**src/rtl/pipeline_hazard_sequencer.sv**
```systemverilog
// Central stall/flush controller for a 5-stage pipeline. It drives the PC
// write enable, the pipeline latch enables/flushes and the PC redirect. It
// also keeps a pending redirect when a mispredict resolves while the
// instruction fetch is still outstanding.
module pipeline_hazard_sequencer #(
  parameter int CNT_W = 32
) (
  input  logic             CLK,
  input  logic             RST,
  input  logic             ihit,
  input  logic             dhit,
  input  logic             mem_dreq,
  input  logic             ex_is_load,
  input  logic [4:0]       ex_rt,
  input  logic [4:0]       id_rs,
  input  logic [4:0]       id_rt,
  input  logic             id_uses_rt,
  input  logic             ex_mispredict,
  input  logic [31:0]      ex_target_pc,
  input  logic             wb_halt,
  output logic             pc_en,
  output logic             pc_redirect,
  output logic [31:0]      redirect_pc,
  output logic             if_id_en,
  output logic             id_ex_en,
  output logic             ex_mem_en,
  output logic             mem_wb_en,
  output logic             if_id_flush,
  output logic             id_ex_flush,
  output logic             ex_mem_flush,
  output logic             halted,
  output logic [CNT_W-1:0] stall_cnt,
  output logic [CNT_W-1:0] flush_cnt,
  output logic [1:0]       state_dbg
);

  typedef enum logic [1:0] {
    RUN        = 2'd0,
    REDIR_PEND = 2'd1,
    HALT       = 2'd2
  } state_t;

  state_t      state;
  state_t      state_nxt;
  logic [31:0] pend_pc;
  logic        load_pend;
  logic        load_use;
  logic        dstall;

  // A load in EX whose destination feeds the ID instruction (r0 never hazards).
  assign load_use = ex_is_load && (ex_rt != 5'd0) &&
                    ((ex_rt == id_rs) || (id_uses_rt && (ex_rt == id_rt)));
  assign dstall   = mem_dreq && !dhit;
  assign state_dbg = state;

  // State and pending-redirect register; a reset drops any pending redirect.
  always_ff @(posedge CLK) begin
    if (RST) begin
      state   <= RUN;
      pend_pc <= 32'd0;
    end else begin
      state <= state_nxt;
      if (load_pend) pend_pc <= ex_target_pc;
    end
  end

  // Priority-ordered hazard resolution: halt, dcache freeze, redirects,
  // load-use, icache miss, then the normal all-advance case.
  always_comb begin
    state_nxt    = state;
    load_pend    = 1'b0;
    pc_en        = 1'b1;
    pc_redirect  = 1'b0;
    if_id_en     = 1'b1;
    id_ex_en     = 1'b1;
    ex_mem_en    = 1'b1;
    mem_wb_en    = 1'b1;
    if_id_flush  = 1'b0;
    id_ex_flush  = 1'b0;
    ex_mem_flush = 1'b0;
    halted       = 1'b0;
    redirect_pc  = (state == REDIR_PEND) ? pend_pc : ex_target_pc;

    if (RST) begin
      pc_en        = 1'b0;
      if_id_en     = 1'b0;
      id_ex_en     = 1'b0;
      ex_mem_en    = 1'b0;
      mem_wb_en    = 1'b0;
      if_id_flush  = 1'b1;
      id_ex_flush  = 1'b1;
      ex_mem_flush = 1'b1;
    end else if (state == HALT) begin
      pc_en     = 1'b0;
      if_id_en  = 1'b0;
      id_ex_en  = 1'b0;
      ex_mem_en = 1'b0;
      mem_wb_en = 1'b0;
      halted    = 1'b1;
    end else if (wb_halt) begin
      // Let the halt instruction retire, freeze everything behind it.
      pc_en     = 1'b0;
      if_id_en  = 1'b0;
      id_ex_en  = 1'b0;
      ex_mem_en = 1'b0;
      state_nxt = HALT;
    end else if (dstall) begin
      // Whole pipe frozen; a mispredict in EX is re-evaluated once MEM drains.
      pc_en     = 1'b0;
      if_id_en  = 1'b0;
      id_ex_en  = 1'b0;
      ex_mem_en = 1'b0;
      mem_wb_en = 1'b0;
    end else if (state == REDIR_PEND) begin
      // Whatever the fetch returns is wrong-path, so IF/ID is always cleared.
      if_id_flush = 1'b1;
      if (ihit) begin
        pc_redirect = 1'b1;
        state_nxt   = RUN;
      end else begin
        pc_en = 1'b0;
      end
    end else if (ex_mispredict) begin
      if_id_flush = 1'b1;
      id_ex_flush = 1'b1;
      if (ihit) begin
        pc_redirect = 1'b1;
      end else begin
        pc_en     = 1'b0;
        load_pend = 1'b1;
        state_nxt = REDIR_PEND;
      end
    end else if (load_use) begin
      pc_en       = 1'b0;
      if_id_en    = 1'b0;
      id_ex_flush = 1'b1;
    end else if (!ihit) begin
      pc_en       = 1'b0;
      if_id_flush = 1'b1;
    end
  end

  // Saturating performance counters: PC-stall cycles and redirect events.
  always_ff @(posedge CLK) begin
    if (RST) begin
      stall_cnt <= '0;
      flush_cnt <= '0;
    end else begin
      if ((state != HALT) && !pc_en && (stall_cnt != '1))
        stall_cnt <= stall_cnt + CNT_W'(1);
      if (pc_redirect && (flush_cnt != '1))
        flush_cnt <= flush_cnt + CNT_W'(1);
    end
  end

endmodule

```
**config.mk**
```make
export PLATFORM = sky130hd
export DESIGN_NAME = pipeline_hazard_sequencer
export DESIGN_NICKNAME = d
export VERILOG_FILES = /design/src/rtl/pipeline_hazard_sequencer.sv
export SDC_FILE = /design/constraint.sdc
export NUM_CORES = 1
export LEC_CHECK = 0
export ABC_AREA = 1
export CAP_MARGIN = 20
export CORE_MARGIN = 10
export CORE_UTILIZATION = 42
export CTS_BUF_LIST = sky130_fd_sc_hd__clkbuf_4 sky130_fd_sc_hd__clkbuf_8 sky130_fd_sc_hd__clkbuf_16
export DETAILED_ROUTE_END_ITERATION = 6
export GPL_TIMING_DRIVEN = 0
export PLACE_DENSITY_LB_ADDON = 0.15
export SYNTH_ARGS = -nofsm -noshare
export SYNTH_HDL_FRONTEND = slang
export SYNTH_SLANG_ARGS = --single-unit
```
**constraint.sdc**
```tcl
create_clock -name CLK -period 2.13 [get_ports CLK]
set_clock_uncertainty 0.05 [all_clocks]
set_input_delay 0.639 -clock CLK [delete_from_list [all_inputs] [get_ports CLK]]
set_output_delay 0.639 -clock CLK [all_outputs]
set_load 0.05 [all_outputs]
```
== After elaboration in Yosys (flattened, before gate mapping) ==
Cells that the tools add are included.

* Add/sub/neg operators: 2
* Eq/ne operators: 10
* Reduce and logical (&&, ||, !) cells: 13
* Multiplexer cells: 59
* Bitwise gates (word level): 1

{| class="wikitable"
|+ Operators with widths
! kind !! count
|-
| 32-bit by 1-bit adder with 32-bit output (second input constant) || 2
|-
| 32-bit inequality test (second input constant) || 2
|-
| 1-bit 2-to-1 mux || 52
|-
| 32-bit 2-to-1 mux || 1
|-
| 2-bit 2-to-1 mux || 6
|-
| 5-bit == test || 2
|-
| 1-bit logical AND || 7
|-
| 5-bit AND reduction || 1
|-
| 5-bit nonzero test || 1
|-
| 2-bit inequality test (second input constant) || 2
|-
| 3-bit by 1-bit inequality test with 1-bit output (second input constant) || 1
|-
| 3-bit inequality test (second input constant) || 1
|-
| 3-bit nonzero test || 1
|-
| 2-bit by 1-bit == test with 1-bit output (second input constant) || 1
|-
| 2-bit == test (second input constant) || 1
|-
| 1-bit zero test || 2
|-
| 1-bit logical OR || 1
|-
| 1-bit inverter || 1
|}

* Input port bits: 56
* Flip-flop bits (word level): 98
* Logic and storage cells: 89
* Output and inout bits: 108

== Longest topological paths before layout ==
* Word-level depth: 14
* Depth in mapped cells: 12

== Worst setup path before layout ==
Ideal clock, no wire load.

* Kind: flip-flop to output port
* From: reg state[0], in the netlist state_dbg[0]
* To: out redirect_pc[0]
* Buffers on the path: 2
* Arrival: 2471 ps
* Stages on the path, launching flop included: 7
* Setup slack: -1030 ps
* Cells stage by stage: dfxtp_1 inv_2 nor2_1 inv_2 clkbuf_1 clkbuf_1 o21ai_0

* Word-level cells in the longest chain between the ends: 2

{| class="wikitable"
|+ Ends and longest elaborated chain
! element !! RTL line !! source
|-
| start, declared || 43 || <nowiki>state_t state;</nowiki>
|-
| start signal, assigned || 62 || <nowiki>state <= state_nxt;</nowiki>
|-
| 2-bit by 1-bit == test with 1-bit output || 82 || <nowiki>redirect_pc = (state == REDIR_PEND) ? pend_pc : ex_target_pc;</nowiki>
|-
| 32-bit 2-to-1 mux || 82 ||
|-
| end, declared || 23 || <nowiki>output logic [31:0] redirect_pc,</nowiki>
|}

No other way between the ends.

== Worst setup path in the final report ==
* From: reg state[0], in the netlist state_dbg[0]
* To: out redirect_pc[10]

Same word-level chain as after synthesis.

==> results.toml <==
[cells_and_area]
layout.nets = 1196
design_area_mm2 = 0.009397
diodes = 0
fillers = 1211
drive_gt1_frac = 0.2380
syn_to_final_growth_pct = 58.47

[cts]
numCtsBuffers = 9
cts_root_buf = "clkbuf_16"
cts_tree = "built"
cts.sinks = 98
cts.htree.levels = 3
clk_pin_slew_ns = 0.07
clk-insertion-delay-late_ns = 0.36
cts.path.max_buffers = 2

[outcome]
outcome = "finished, violations left"
violations = "negative setup slack"

[timing]
period_share = 1.096
fin_ws_ns = -0.2042
tns_ns = -5.162
slew_violations = 0
setup_viol = 38
period_needed_ns = 2.334
tightest_slew_ns = 0.5892
rsz0062_at_grt = "yes"
timing.final.hold_violations = 0
slew_headroom = 0.6072
fmax_mhz = 428.4

[routing]
vias = 6881
drt_wl_total_um = 20740
ant_nets = 0
drt-pass1-iter-count = 6
drt_iter0_drc = 540
wl_per_cell_um = 15.68
via_per_inst = 5.201
post-route-drc-count = 0

[floorplanning]
core_mm2 = 0.01388
initial_utilization = 0.4272
io_pins = 164
row_count = 43
die_h_um = 138.8
die_area_mm2 = 0.01927
dieWidth_um = 138.8

[global_route]
top_usage_layer = "met2"
grt_use_met3 = 0.04760
grt-ovfl-total = 0
grt_pass1_vias = 6450
met1_usage = 0.2418
grtUsageMet2 = 0.3492
grt_max_degree = 17
antenna_found_initial = 1
track_usage = 0.2045
grt_pass1_wl_um = 33320

[worst_hold_path]
hp-class = "register to register"

[placed_design]
dp_hpwl_um = 14980
place.gp.congestion = 0.9536
place_area_mm2 = 0.008297
dp_slack_ns = -1.579
port-buffer-count = 162

[power_and_ir_drop]
cellInternalPower_w = 0.003487
switching_power_w = 0.001614
total_power_w = 0.005101
ir_drop_uv = 353.8
seq_power_share = 0.376
p_comb_frac = 0.274
cellPowerDensity_mw_per_mm2 = 542.9
p_sw_frac = 0.3164
static-leakage-power_nw = 3.824
clkPwrFrac = 0.349

[setup_path]
r2r_setup_slack_ns = 0.03
arrival_ns = 1.65
path_common_cell = "inv_4"
cp_cell_sequence = "inv_4 > nor2_4 > inv_4 > clkbuf_16 > buf_12 > buf_8 > nand2_2 > o21ai_4 > buf_6"
crit_fanout = 8
cp-end-kind = "output pin"
slowest_stage = "dfxtp_4"
critical_path_class = "register to output pin"
worstPathRequired_ns = 1.44
critical-path-top-delay-family = "buffers and inverters"
crit_path_start_kind = "register"
worst-path-buf-inv = 6
cpPeakStageDelay_ns = 0.36

[synthesis]
syn_inst = 937
yosys_warnings = 0
synth_seq_area_share = 0.3309
syn_area_mm2 = 0.005929
syn_nets = 995
synth_cell_types = 34
syn_area_per_cell_um2 = 6.328
ys_ff_latch = 98

[flow_run]
maxCapViolations = 0
[state kept, by name, indices dropped and copies added (netlist names)]
register,flops
pend_pc,32
stall_cnt,32
flush_cnt,32
state_dbg,2
[cell type report]
type / count / area (um2) / area share
flip-flops and latches: 98 / 1972 / 0.2099
clock buffers: 9 / 225.2 / 0.02397
multi-input cells: 700 / 4079 / 0.4341
well taps: 180 / 225.2 / 0.02397
repair buffers: 190 / 1998 / 0.2127
clock inverters: 7 / 92.59 / 0.009854
inverters: 97 / 424.2 / 0.04514
plain buffers: 42 / 380.4 / 0.04048
[cells in the mapped netlist]
| library cell | instances | share of area |
|---|---|---|
| nor3_4 | 1 | 0.0027 |
| o31ai_1 | 33 | 0.042 |
| and3_1 | 1 | 0.0011 |
| o21ai_0 | 41 | 0.035 |
| nand2_4 | 1 | 0.0019 |
| o21ai_1 | 5 | 0.0042 |
| nand3_2 | 1 | 0.0017 |
| buf_2 | 12 | 0.010 |
| nor2_1 | 97 | 0.061 |
| a31oi_1 | 3 | 0.0032 |
| dfxtp_1 | 98 | 0.33 |
| xor2_1 | 21 | 0.031 |
| ha_1 | 2 | 0.0042 |
| clkbuf_1 | 19 | 0.012 |
| nor4_1 | 2 | 0.0021 |
| nor3_1 | 19 | 0.016 |
| nor2_2 | 4 | 0.0042 |
| nor3b_1 | 4 | 0.0051 |
| buf_6 | 3 | 0.0057 |
| nand2_1 | 315 | 0.20 |
| xnor2_1 | 9 | 0.013 |
| nor2_4 | 3 | 0.0057 |
| buf_1 | 3 | 0.0019 |
| nand3_1 | 16 | 0.014 |
| a21oi_1 | 54 | 0.046 |
| nand3b_1 | 15 | 0.019 |
| nor3_2 | 1 | 0.0017 |
| inv_1 | 92 | 0.058 |
| nand4_1 | 44 | 0.046 |
| buf_4 | 6 | 0.0076 |
| nand2_2 | 4 | 0.0042 |
| nand4_2 | 1 | 0.0021 |
| nor3b_2 | 2 | 0.0042 |
| inv_2 | 5 | 0.0032 |
[power groups by stage]
stage	Sequential, W	Combinational (W)	Clock [W]
global route	0.00192	0.00148	0.00187
finish	0.00192	0.00140	0.00178
detailed placement	0.00196	0.00113	0
CTS	0.00192	0.00134	0.00181
floorplan	0.00199	0.000714	0
global placement	0.00196	0.00112	0
[worst paths after layout]
kind / endpoint / from / cells past startpoint
max: redirect_pc[10] / state_dbg[0] / 9
min: flush_cnt[4] / flush_cnt[4] / 2
max reg2reg: pend_pc[13] / state_dbg[0] / 10
min reg2reg: flush_cnt[4] / flush_cnt[4] / 2
[per-layer routing]
| layer | share of wire | vias to the layer above |
|---|---|---|
| met5 | 0.00063 | - |
| met4 | 0.030 | 2 |
| met3 | 0.059 | 42 |
| met2 | 0.50 | 216 |
| met1 | 0.41 | 3161 |
| li1 | - | 3460 |
[worst register-to-register path, cell delays in order, from the launching register on]
cell     delay, ns
dfxtp_4       0.36
inv_4         0.05
nor2_4        0.11
inv_4         0.05
buf_8         0.14
buf_4         0.14
a31oi_1       0.27
nand3_2       0.22
nor2_4        0.23
buf_2         0.26
o31ai_1       0.10
[kinds of logic (layout without fill, tap and decap cells)]
| family | after synthesis | in the layout | share of synthesized area |
|---|---|---|---|
| buf+inv | 140 | 345 | 0.09875 |
| flops | 98 | 98 | 0.3309 |
| fa+ha+maj | 2 | 2 | 0.004220 |
| xor+xnor | 30 | 30 | 0.04431 |
| compound gates | 136 | 136 | 0.1294 |
| simple gates | 531 | 532 | 0.3925 |
[cells in the final DEF, fill, tap and decap left out, drive strengths merged]
cell | netlist | layout
and3 | 1 | 1
buf | 24 | 106
nor3b | 6 | 6
ha | 2 | 2
a21oi | 54 | 54
dlygate4sd2 | 0 | 67
xor2 | 21 | 21
clkdlybuf4s50 | 0 | 32
nand3 | 17 | 17
nor4 | 2 | 2
clkbuf | 19 | 35
clkinvlp | 0 | 4
inv | 97 | 95
nand4 | 45 | 45
nand3b | 15 | 15
nand2 | 320 | 320
dfxtp | 98 | 98
nor2 | 104 | 105
a31oi | 3 | 3
o21ai | 46 | 46
o31ai | 33 | 33
clkdlybuf4s15 | 0 | 1
bufinv | 0 | 2
clkinv | 0 | 3
nor3 | 21 | 21
xnor2 | 9 | 9
[metrics by stage]
stage	util	instances	hold WS, ns
global route	0.6769	1323	0.4430
CTS	0.6601	1314	0.4103
floorplan	-	937	0.4500
finish	0.6769	1323	0.4063
global placement	0.5977	1279	0.4038
detailed placement	0.5977	1279	0.4022
[timing repair]
item                                    in CTS  in global routing
endpoints found under the hold margin        0                  0
gates cloned                                 7                  1
pin swaps                                   34                 22
hold buffers                                 0                  0
setup buffers                               12                  9
resized for setup                          542                 60
endpoints found under the setup margin     204                107
Note: power is estimated with default switching activity, not from simulation.
